<file path="src/rtl/seg_scan_mux.sv">
// seg_scan_mux: time-multiplexed scan driver for a common-anode 7-segment display.
// Shows one BCD digit per slot, with a blanking gap at the start of each slot.
// New values are double-buffered and only take effect at a frame boundary.
//   clk        : system clock, rising edge
//   rst        : asynchronous active-high reset
//   load       : one-cycle strobe, captures value_bcd into the pending buffer
//   value_bcd  : packed BCD value, nibble i = digit i (digit 0 = least significant)
//   lzb_en     : leading-zero blanking enable, sampled on entry to each slot's ON phase
//   bcd        : registered BCD digit for the current slot, to the decoder
//   dig_n      : registered active-low digit enables
//   frame_done : one-cycle pulse at the start of each new frame
module seg_scan_mux #(
    parameter int unsigned DIGITS       = 4,
    parameter int unsigned SCAN_DIV     = 1000,
    parameter int unsigned BLANK_CYCLES = 16
) (
    input  logic                  clk,
    input  logic                  rst,
    input  logic                  load,
    input  logic [4*DIGITS-1:0]   value_bcd,
    input  logic                  lzb_en,
    output logic [3:0]            bcd,
    output logic [DIGITS-1:0]     dig_n,
    output logic                  frame_done
);

    localparam int unsigned CNT_W = (SCAN_DIV > 1) ? $clog2(SCAN_DIV) : 1;
    localparam int unsigned IDX_W = (DIGITS > 1) ? $clog2(DIGITS) : 1;
    localparam int unsigned VAL_W = 4 * DIGITS;

    typedef enum logic {
        BLANK = 1'b0,
        ON    = 1'b1
    } state_t;

    state_t              state_q, state_d;
    logic [CNT_W-1:0]    cnt_q, cnt_d;
    logic [IDX_W-1:0]    idx_q, idx_d;
    logic [VAL_W-1:0]    active_q, active_d;
    logic [VAL_W-1:0]    pending_q, pending_d;
    logic                pend_valid_q, pend_valid_d;
    logic                lzb_q, lzb_d;
    logic [3:0]          bcd_q, bcd_d;
    logic [DIGITS-1:0]   dig_n_q, dig_n_d;
    logic                frame_done_q, frame_done_d;

    logic                wrap;
    logic                frame_edge;
    logic                on_entry;
    logic                zero_run;
    logic [DIGITS-1:0]   lz_mask;

    // State and datapath registers
    always_ff @(posedge clk or posedge rst) begin
        if (rst) begin
            state_q      <= BLANK;
            cnt_q        <= '0;
            idx_q        <= '0;
            active_q     <= '0;
            pending_q    <= '0;
            pend_valid_q <= 1'b0;
            lzb_q        <= 1'b0;
            bcd_q        <= 4'h0;
            dig_n_q      <= '1;
            frame_done_q <= 1'b0;
        end else begin
            state_q      <= state_d;
            cnt_q        <= cnt_d;
            idx_q        <= idx_d;
            active_q     <= active_d;
            pending_q    <= pending_d;
            pend_valid_q <= pend_valid_d;
            lzb_q        <= lzb_d;
            bcd_q        <= bcd_d;
            dig_n_q      <= dig_n_d;
            frame_done_q <= frame_done_d;
        end
    end

    // Next-state and next-output logic; outputs are computed from the
    // next-cycle slot position so that the registered outputs line up with cnt.
    always_comb begin
        state_d      = state_q;
        cnt_d        = cnt_q + CNT_W'(1);
        idx_d        = idx_q;
        active_d     = active_q;
        pending_d    = pending_q;
        pend_valid_d = pend_valid_q;
        lzb_d        = lzb_q;
        bcd_d        = bcd_q;
        dig_n_d      = '1;
        zero_run     = 1'b1;
        lz_mask      = '0;

        wrap       = (cnt_q == CNT_W'(SCAN_DIV - 1));
        frame_edge = wrap && (idx_q == IDX_W'(DIGITS - 1));

        if (wrap) begin
            cnt_d = '0;
            idx_d = (idx_q == IDX_W'(DIGITS - 1)) ? '0 : idx_q + IDX_W'(1);
        end

        // Commit uses the old pending contents; a same-edge load stays pending.
        if (frame_edge && pend_valid_q) begin
            active_d     = pending_q;
            pend_valid_d = 1'b0;
        end
        if (load) begin
            pending_d    = value_bcd;
            pend_valid_d = 1'b1;
        end

        case (state_q)
            BLANK: if (cnt_d >= CNT_W'(BLANK_CYCLES)) state_d = ON;
            ON:    if (wrap && (BLANK_CYCLES != 0)) state_d = BLANK;
            default: state_d = BLANK;
        endcase

        on_entry = (cnt_d == CNT_W'(BLANK_CYCLES));
        if (on_entry) lzb_d = lzb_en;

        // lz_mask[i] set when nibbles DIGITS-1 down to i are all zero
        for (int i = int'(DIGITS) - 1; i >= 1; i--) begin
            zero_run   = zero_run && (active_d[4*i +: 4] == 4'h0);
            lz_mask[i] = zero_run;
        end

        for (int i = 0; i < int'(DIGITS); i++) begin
            if (idx_d == IDX_W'(i)) begin
                if (wrap) bcd_d = active_d[4*i +: 4];
                if ((state_d == ON) && !(lzb_d && lz_mask[i])) dig_n_d[i] = 1'b0;
            end
        end

        frame_done_d = frame_edge;
    end

    assign bcd        = bcd_q;
    assign dig_n      = dig_n_q;
    assign frame_done = frame_done_q;

endmodule

</file>
<file path="config.mk">
export PLATFORM = sky130hd
export DESIGN_NAME = seg_scan_mux
export DESIGN_NICKNAME = d
export VERILOG_FILES = /design/src/rtl/seg_scan_mux.sv
export SDC_FILE = /design/constraint.sdc
export NUM_CORES = 1
export LEC_CHECK = 0
export ABC_AREA = 0
export CORE_ASPECT_RATIO = 0.5
export CORE_MARGIN = 2
export CORE_UTILIZATION = 51
export CTS_BUF_LIST = sky130_fd_sc_hd__clkbuf_16
export DETAILED_ROUTE_END_ITERATION = 7
export MAX_ROUTING_LAYER = met4
export PLACE_DENSITY = 0.72
export SKIP_LAST_GASP = 1
export SLEW_MARGIN = 10
export SYNTH_ARGS = -nofsm -noshare
export SYNTH_HDL_FRONTEND = slang
export SYNTH_SLANG_ARGS = --single-unit
</file>
<file path="constraint.sdc">
create_clock -name clk -period 2.18 [get_ports clk]
set_input_delay 0.436 -clock clk [delete_from_list [all_inputs] [get_ports clk]]
set_output_delay 0.436 -clock clk [all_outputs]
set_load 0.02 [all_outputs]
</file>
==> qor.yml, run 1 <==
run_status:
  status: "finished clean"
power_and_ir_drop:
  cellLeakagePower_nw: 1.51
  irDropWorstVdd_v: 0.000521
  power_mw: 2.01
  cellPowerDensity_nw_per_um2: 584
critical_path:
  start_kind: "flop"
  cp_max_fo: 9
  crit_path_end_kind: "flop"
  worstPathRequired_ns: 2.37
  path_delay_family: "multiplexers"
  crit_type: "flop to flop"
  cpMostUsedCell: "mux2_2"
  cp_num_buf_inv: 1
  max_stage_delay_ns: 0.47
  slowest_stage: "mux4_2"
  arrival_ns: 2.29
  rrSetupSlack_ns: 0.08
  worstPathCellList: "ha_2 > nor2_2 > buf_6 > mux2_2 > mux4_2 > mux2_2"
synth:
  synth-edff-count: 0
  synthArstFlopShare_pct: 100
  yosysMostFrequentCell: "dfrtp_1"
  synthTopCellsByArea: "dfrtp_1 47%, mux2_2 19%, dfstp_2 3.8%"
  yosysUniqueCellTypes: 47
  synth_area_leader_cell: "dfrtp_1"
  synth-seq-cells: 56
  synthTopCellsByCount: "52 x dfrtp_1, 46 x mux2_2, 12 x nand2_1, 11 x nor2_1"
  syn_nets: 244
  ys.flop_type: "dfrtp_1"
  avgSynthCellArea_um2: 12.5
  synth_top_area_share_pct: 47.2
  yosysWarningCount: 0
  syn_area_um2: 2760
  syn_inst: 221
  ys_seq_area_share_pct: 51.0
placement:
  dp_hpwl_um: 3960
  dpl.cell_count: 325
  placed_area_um2: 3230
  portBuffers: 28
  dp_slack_ns: 0.0277
  gp_congestion: 0.959
sta:
  fmax_mhz: 476
  period_needed_ns: 2.10
  worst_slew_pin_slew_ns: 0.521
  finClkSkew_ns: 0.00859
  fin_ws_ns: 0.0790
  drv_slew: 0
  setup_viol: 0
  post-route-period-util_pct: 96.4
  slew_headroom_pct: 64.9
  hold_slack_ns: 0.493
  final_hold_viol_count: 0
  rsz0062_at_grt: "yes"
  fin_setup_tns_ns: 0
grt:
  grt_pass1_vias: 1940
  grt_max_degree: 57
  overflow: 0
  grt_pass1_wl_um: 9680
  grt.total_usage_pct: 21.5
  antenna_found_initial: 0
floorplan:
  initial_utilization_pct: 54.4
  ioPinCount: 29
  fp.dieArea_um2: 6050
  die_width_um: 108
  fp.dieH_um: 56.0
  row_count: 18
  core_area_um2: 5070
cells_and_area:
  regArea_um2: 1410
  fin_cells: 334
  areaGrowthSynthToFinish_pct: 24.9
  nets: 286
  multiInputGateArea_um2: 1310
  antennaDiodeCount: 0
  fillCellCount: 375
  utilization_pct: 68.0
  drive_gt1_share_pct: 38.3
  design_area_um2: 3440
detailed_routing:
  vias_per_cell: 5.69
  routedWlPerCell_um: 16.5
  drtPass1Iterations: 4
  vias: 1900
  antenna_left: 0
  drt_first_iter_violations: 68
  drc_errors: 0
  totalWireLength_um: 5510
clocking:
  clock_path_buffers: 2
  holdBufCountCts: 0
  cts.sinks: 56
  clkSlewWorstSetupHoldPaths_ns: 0.07
  htreeDepth: 2
  clock_latency_ns: 0.30
  tritoncts: "yes"
  numCtsBuffers: 5
  clock_tree.root_cell: "clkbuf_16"
min_path:
  hold_path.class: "flop to flop"
flow_run:
  cap_violations: 0
worst register-to-register path: cells and delay by family, from the launching register on:
kind,cells,cell delay (ns)
mux,3,1.08
buf+inv,1,0.16
simple gates,1,0.13
flops,1,0.41
fa+ha+maj,1,0.22
cells in the final DEF (no fill, tap or decap), types with 2 or more instances in the layout:
master           instances
xnor2_1                  3
clkbuf_16                5
clkdlybuf4s50_1         28
buf_6                    3
mux2i_1                  2
nand2_1                 12
o21ai_0                  4
dfstp_2                  4
buf_4                   15
buf_12                   2
nor2_1                  10
or3_1                    4
nand3_1                  7
a21oi_1                  2
mux2i_2                  2
dfrtp_1                 47
mux2_2                  45
nand4_1                  5
xor2_1                   3
nand2b_1                 2
o21ai_1                  2
o31ai_1                  2
dfrtp_2                  5
mux4_2                   4
nor4_1                   6
o211ai_1                 3
inv_1                    6
registers in the layout, indices dropped and copies added (netlist names):
name          count
pending_q        16
state_q           1
frame_done        1
idx_q             2
bcd               4
lzb_q             1
active_q         16
cnt_q            10
dig_n             4
pend_valid_q      1
final timing paths:
check                      depth (start not counted)                  endpoint                startpoint
max                                                6          bcd[1]$_DFF_PP0_        idx_q[0]$_DFF_PP0_
min                                                1  pend_valid_q$_DFFE_PP0P_  pend_valid_q$_DFFE_PP0P_
max reg2reg                                        6          bcd[1]$_DFF_PP0_        idx_q[0]$_DFF_PP0_
min reg2reg                                        1  pend_valid_q$_DFFE_PP0P_  pend_valid_q$_DFFE_PP0P_
max in group asynchronous                          3        dig_n[1]$_DFF_PP1_                       rst
min in group asynchronous                          3           lzb_q$_DFF_PP0_                       rst
report_power, final:
group	internal, mW	switching, mW
Clock	0.428	0.375
Combinational	0.0674	0.0422
Sequential	1.07	0.0294
Total	1.57	0.447
metal layers:
| layer | vias to the layer above | global-route usage, % | routed length (um) |
|---|---|---|---|
| li1 | 896 | - | - |
| met1 | 958 | 29.3 | 2690 |
| met2 | 37 | 31.5 | 2530 |
| met3 | 9 | 5.62 | 217 |
| met4 | 0 | 6.78 | 65 |
| met5 | - | - | 0 |
cell families after synthesis:
logic type | after synthesis | share of synthesized area (%)
xor+xnor | 6 | 1.91
flops | 56 | 51.0
simple gates | 57 | 12.6
mux | 55 | 23.9
fa+ha+maj | 3 | 1.36
buf+inv | 20 | 3.22
compound gates | 24 | 6.08
what timing repair did:
item / in CTS / in global routing
resized for setup: 0 / 21
setup endpoints to repair: 0 / 9
setup buffers: 0 / 1
cell type report:
| cell class | count | share of cell area, % |
|---|---|---|
| Inverter | 7 | 0.763 |
| Clock buffer | 5 | 3.63 |
| Tap cell | 70 | 2.54 |
| Sequential cell | 56 | 41.0 |
| Timing Repair Buffer | 48 | 13.5 |
| Clock inverter | 3 | 0.618 |
| Multi-Input combinational cell | 145 | 37.9 |
No activity file was read; power rests on OpenSTA's default activity.
==> run 2, diff against run 1 <==
CAP_MARGIN = 5   (was not set)
CORE_UTILIZATION = 44   (was 51)
PLACE_DENSITY = 0.63   (was 0.72)
==> run 2 against run 1 <==
- non-clock buffer count rose by 1
- setup slack better by 0.012 ns
- clock skew fell by 0.00071 ns
- critical path type unchanged
- largest power group unchanged
==> qor.yml, run 2 (synthesized netlist as in run 1, its figures left out) <==
cells_and_area:
  design_area_um2: 3470  # +0.87%
  areaGrowthSynthToFinish_pct: 25.9
  regArea_um2: 1410  # -0.18%
  drive_gt1_share_pct: 37.7  # -0.52 points
  top_regs: "active_q (16), pending_q (16), cnt_q (10)"
  fin_cells: 353  # +5.7%
  fillCellCount: 529  # +41%
  mostFrequentLayoutCell: "dfrtp_1"
  final_cell_mix: "49 x dfrtp_1, 46 x mux2_2, 28 x clkdlybuf4s50_1"
  nets: 287  # +0.35%
  multiInputGateArea_um2: 1310  # about the same
  antennaDiodeCount: 0  # unchanged
flow_run:
  cap_violations: 0  # unchanged
critical_path:
  slowest_stage: "mux4_2"
  max_stage_delay_ns: 0.46  # about the same
  arrival_ns: 2.27  # -0.02 ns
  cp_num_buf_inv: 1  # unchanged
  r2r-end: "bcd[0]$_DFF_PP0_"
  worstPathRequired_ns: 2.37  # about the same
  cpMostUsedCell: "mux2_2"
  worstPathCellList: "ha_2 > nor2_2 > buf_12 > mux2_2 > mux4_2 > mux2_2"
  crit_path_end_kind: "flop"
  cp_max_fo: 9  # unchanged
  ff2ff_path_depth: 6  # unchanged
  worstReg2RegStart: "idx_q[0]$_DFF_PP0_"
  start_kind: "flop"
  rrSetupSlack_ns: 0.09  # about the same
  path_delay_family: "multiplexers"
  crit_type: "flop to flop"
sta:
  fmax_mhz: 479  # +0.56%
  drv_slew: 0  # unchanged
  setup_viol: 0  # unchanged
  fin_ws_ns: 0.0907  # +0.0117 ns
  post-route-period-util_pct: 95.8  # -0.53 points
  worst_slew_pin_slew_ns: 0.493  # -0.0281 ns
  finClkSkew_ns: 0.00787  # -0.000713 ns
  fin_setup_tns_ns: 0  # unchanged
  rsz0062_at_grt: "no"
  final_hold_viol_count: 0  # unchanged
  slew_headroom_pct: 66.8  # +1.9 points
  period_needed_ns: 2.09  # -0.0117 ns
clocking:
  clock_tree.root_cell: "clkbuf_16"
  htreeDepth: 2  # unchanged
  numCtsBuffers: 5  # unchanged
  holdBufCountCts: 0  # unchanged
  cts.sinks: 56  # unchanged
  tritoncts: "yes"
  clock_latency_ns: 0.29  # about the same
  clkSlewWorstSetupHoldPaths_ns: 0.07  # about the same
  clock_path_buffers: 2  # unchanged
floorplan:
  row_count: 20  # +2
  die_width_um: 116  # +7.4%
  initial_utilization_pct: 45.6  # -8.9 points
  fp.dieH_um: 60.0  # +7.1%
  core_area_um2: 6060  # +20%
  fp.dieArea_um2: 6960  # +15%
  ioPinCount: 29  # unchanged
power_and_ir_drop:
  power_mw: 2.00  # -0.76%
  cellPowerDensity_nw_per_um2: 575  # -1.6%
  cellLeakagePower_nw: 1.52  # +0.65%
  irDropWorstVdd_v: 0.000286  # -45%
grt:
  grt_pass1_vias: 1924  # -0.82%
  grt.total_usage_pct: 18.4  # -3.1 points
  antenna_found_initial: 0  # unchanged
  grt_pass1_wl_um: 9410  # -2.8%
  overflow: 0  # unchanged
  grt_max_degree: 57  # unchanged
detailed_routing:
  vias: 1911  # +0.58%
  totalWireLength_um: 5420  # -1.6%
  drc_errors: 0  # unchanged
  antenna_left: 0  # unchanged
  drtPass1Iterations: 4  # unchanged
  vias_per_cell: 5.41  # -4.8%
  drt_first_iter_violations: 51  # -25%
  routedWlPerCell_um: 15.3  # -6.9%
placement:
  dp_slack_ns: 0.0540  # +0.0264 ns
  placed_area_um2: 3280  # +1.3%
  dpl.cell_count: 344  # +5.8%
  portBuffers: 28  # unchanged
  gp_congestion: 0.886  # -7.6%
  dp_hpwl_um: 3960  # about the same
min_path:
  hold_depth: 1  # unchanged
  min_to: "pend_valid_q$_DFFE_PP0P_"
  hold_path.class: "flop to flop"
  hold_path.startpoint: "pend_valid_q$_DFFE_PP0P_"
run_status:
  status: "finished clean"
==> run 2: cell count changes in the layout (fill, tap and decap cells not counted), sizes merged <==
cell | before | now
buf | 20 | 21
clkinv | 1 | 2
clkinvlp | 1 | 0
==> run 2: through the flow <==
stage / hold WS (ns) / util (%)
5_1_grt: 0.512 / 57.4
6_report: 0.480 / 57.4
3_3_place_gp: 0.469 / 54.1
2_1_floorplan: 0.450 / -
4_1_cts: 0.487 / 56.5
3_5_place_dp: 0.471 / 54.1
==> run 2: worst max-delay path by stage <==
stage | start | to | slack (ns) | depth (start not counted)
global placement | cnt_q[4]$_DFF_PP0_ | bcd[2]$_DFF_PP0_ | 0.06 | 7
CTS | cnt_q[4]$_DFF_PP0_ | bcd[0]$_DFF_PP0_ | 0.04 | 7
finish | idx_q[0]$_DFF_PP0_ | bcd[0]$_DFF_PP0_ | 0.09 | 6
global route | cnt_q[4]$_DFF_PP0_ | lzb_q$_DFF_PP0_ | 0.005 | 7
detailed placement | idx_q[0]$_DFF_PP0_ | bcd[0]$_DFF_PP0_ | 0.05 | 6
floorplan | cnt_q[0]$_DFF_PP0_ | bcd[0]$_DFF_PP0_ | 0.03 | 7
==> run 2: layout make-up <==
| type | count | area share, % |
|---|---|---|
| repair buffers | 49 | 13.8 |
| well taps | 88 | 3.17 |
| clock buffers | 5 | 3.60 |
| multi-input cells | 145 | 37.6 |
| clock inverters | 3 | 0.504 |
| inverters | 7 | 0.756 |
| flip-flops and latches | 56 | 40.6 |
==> run 2: repair_timing <==
item                       CTS  global route
gates resized for setup      0            15
setup endpoints to repair    0             8
setup buffers                0             1
==> run 2: power by group <==
| part | leakage [nW] | total (mW) | switching (mW) | internal, mW |
|---|---|---|---|---|
| Combinational | 0.743 | 0.108 | 0.0410 | 0.0667 |
| Clock | 0.0716 | 0.791 | 0.367 | 0.425 |
| Sequential | 0.701 | 1.10 | 0.0281 | 1.07 |
| Total | 1.52 | 2.00 | 0.436 | 1.56 |
==> run 2: worst register-to-register path, stage by stage (launching register included) <==
cell and delay [ns]:
dfrtp_1 0.41, ha_2 0.22, nor2_2 0.15, buf_12 0.14, mux2_2 0.33, mux4_2 0.46
mux2_2 0.27
==> run 2: layer usage <==
metal  track usage [%]  part of all wire [%]  vias up  routed length, um
met3              2.74                   2.7        5                147
met1              23.9                    48      975               2580
met5                 -                     0        -                  0
met2              30.3                    49       29               2640
li1                  -                     -      902                  -
met4              5.78                  0.90        0                 49
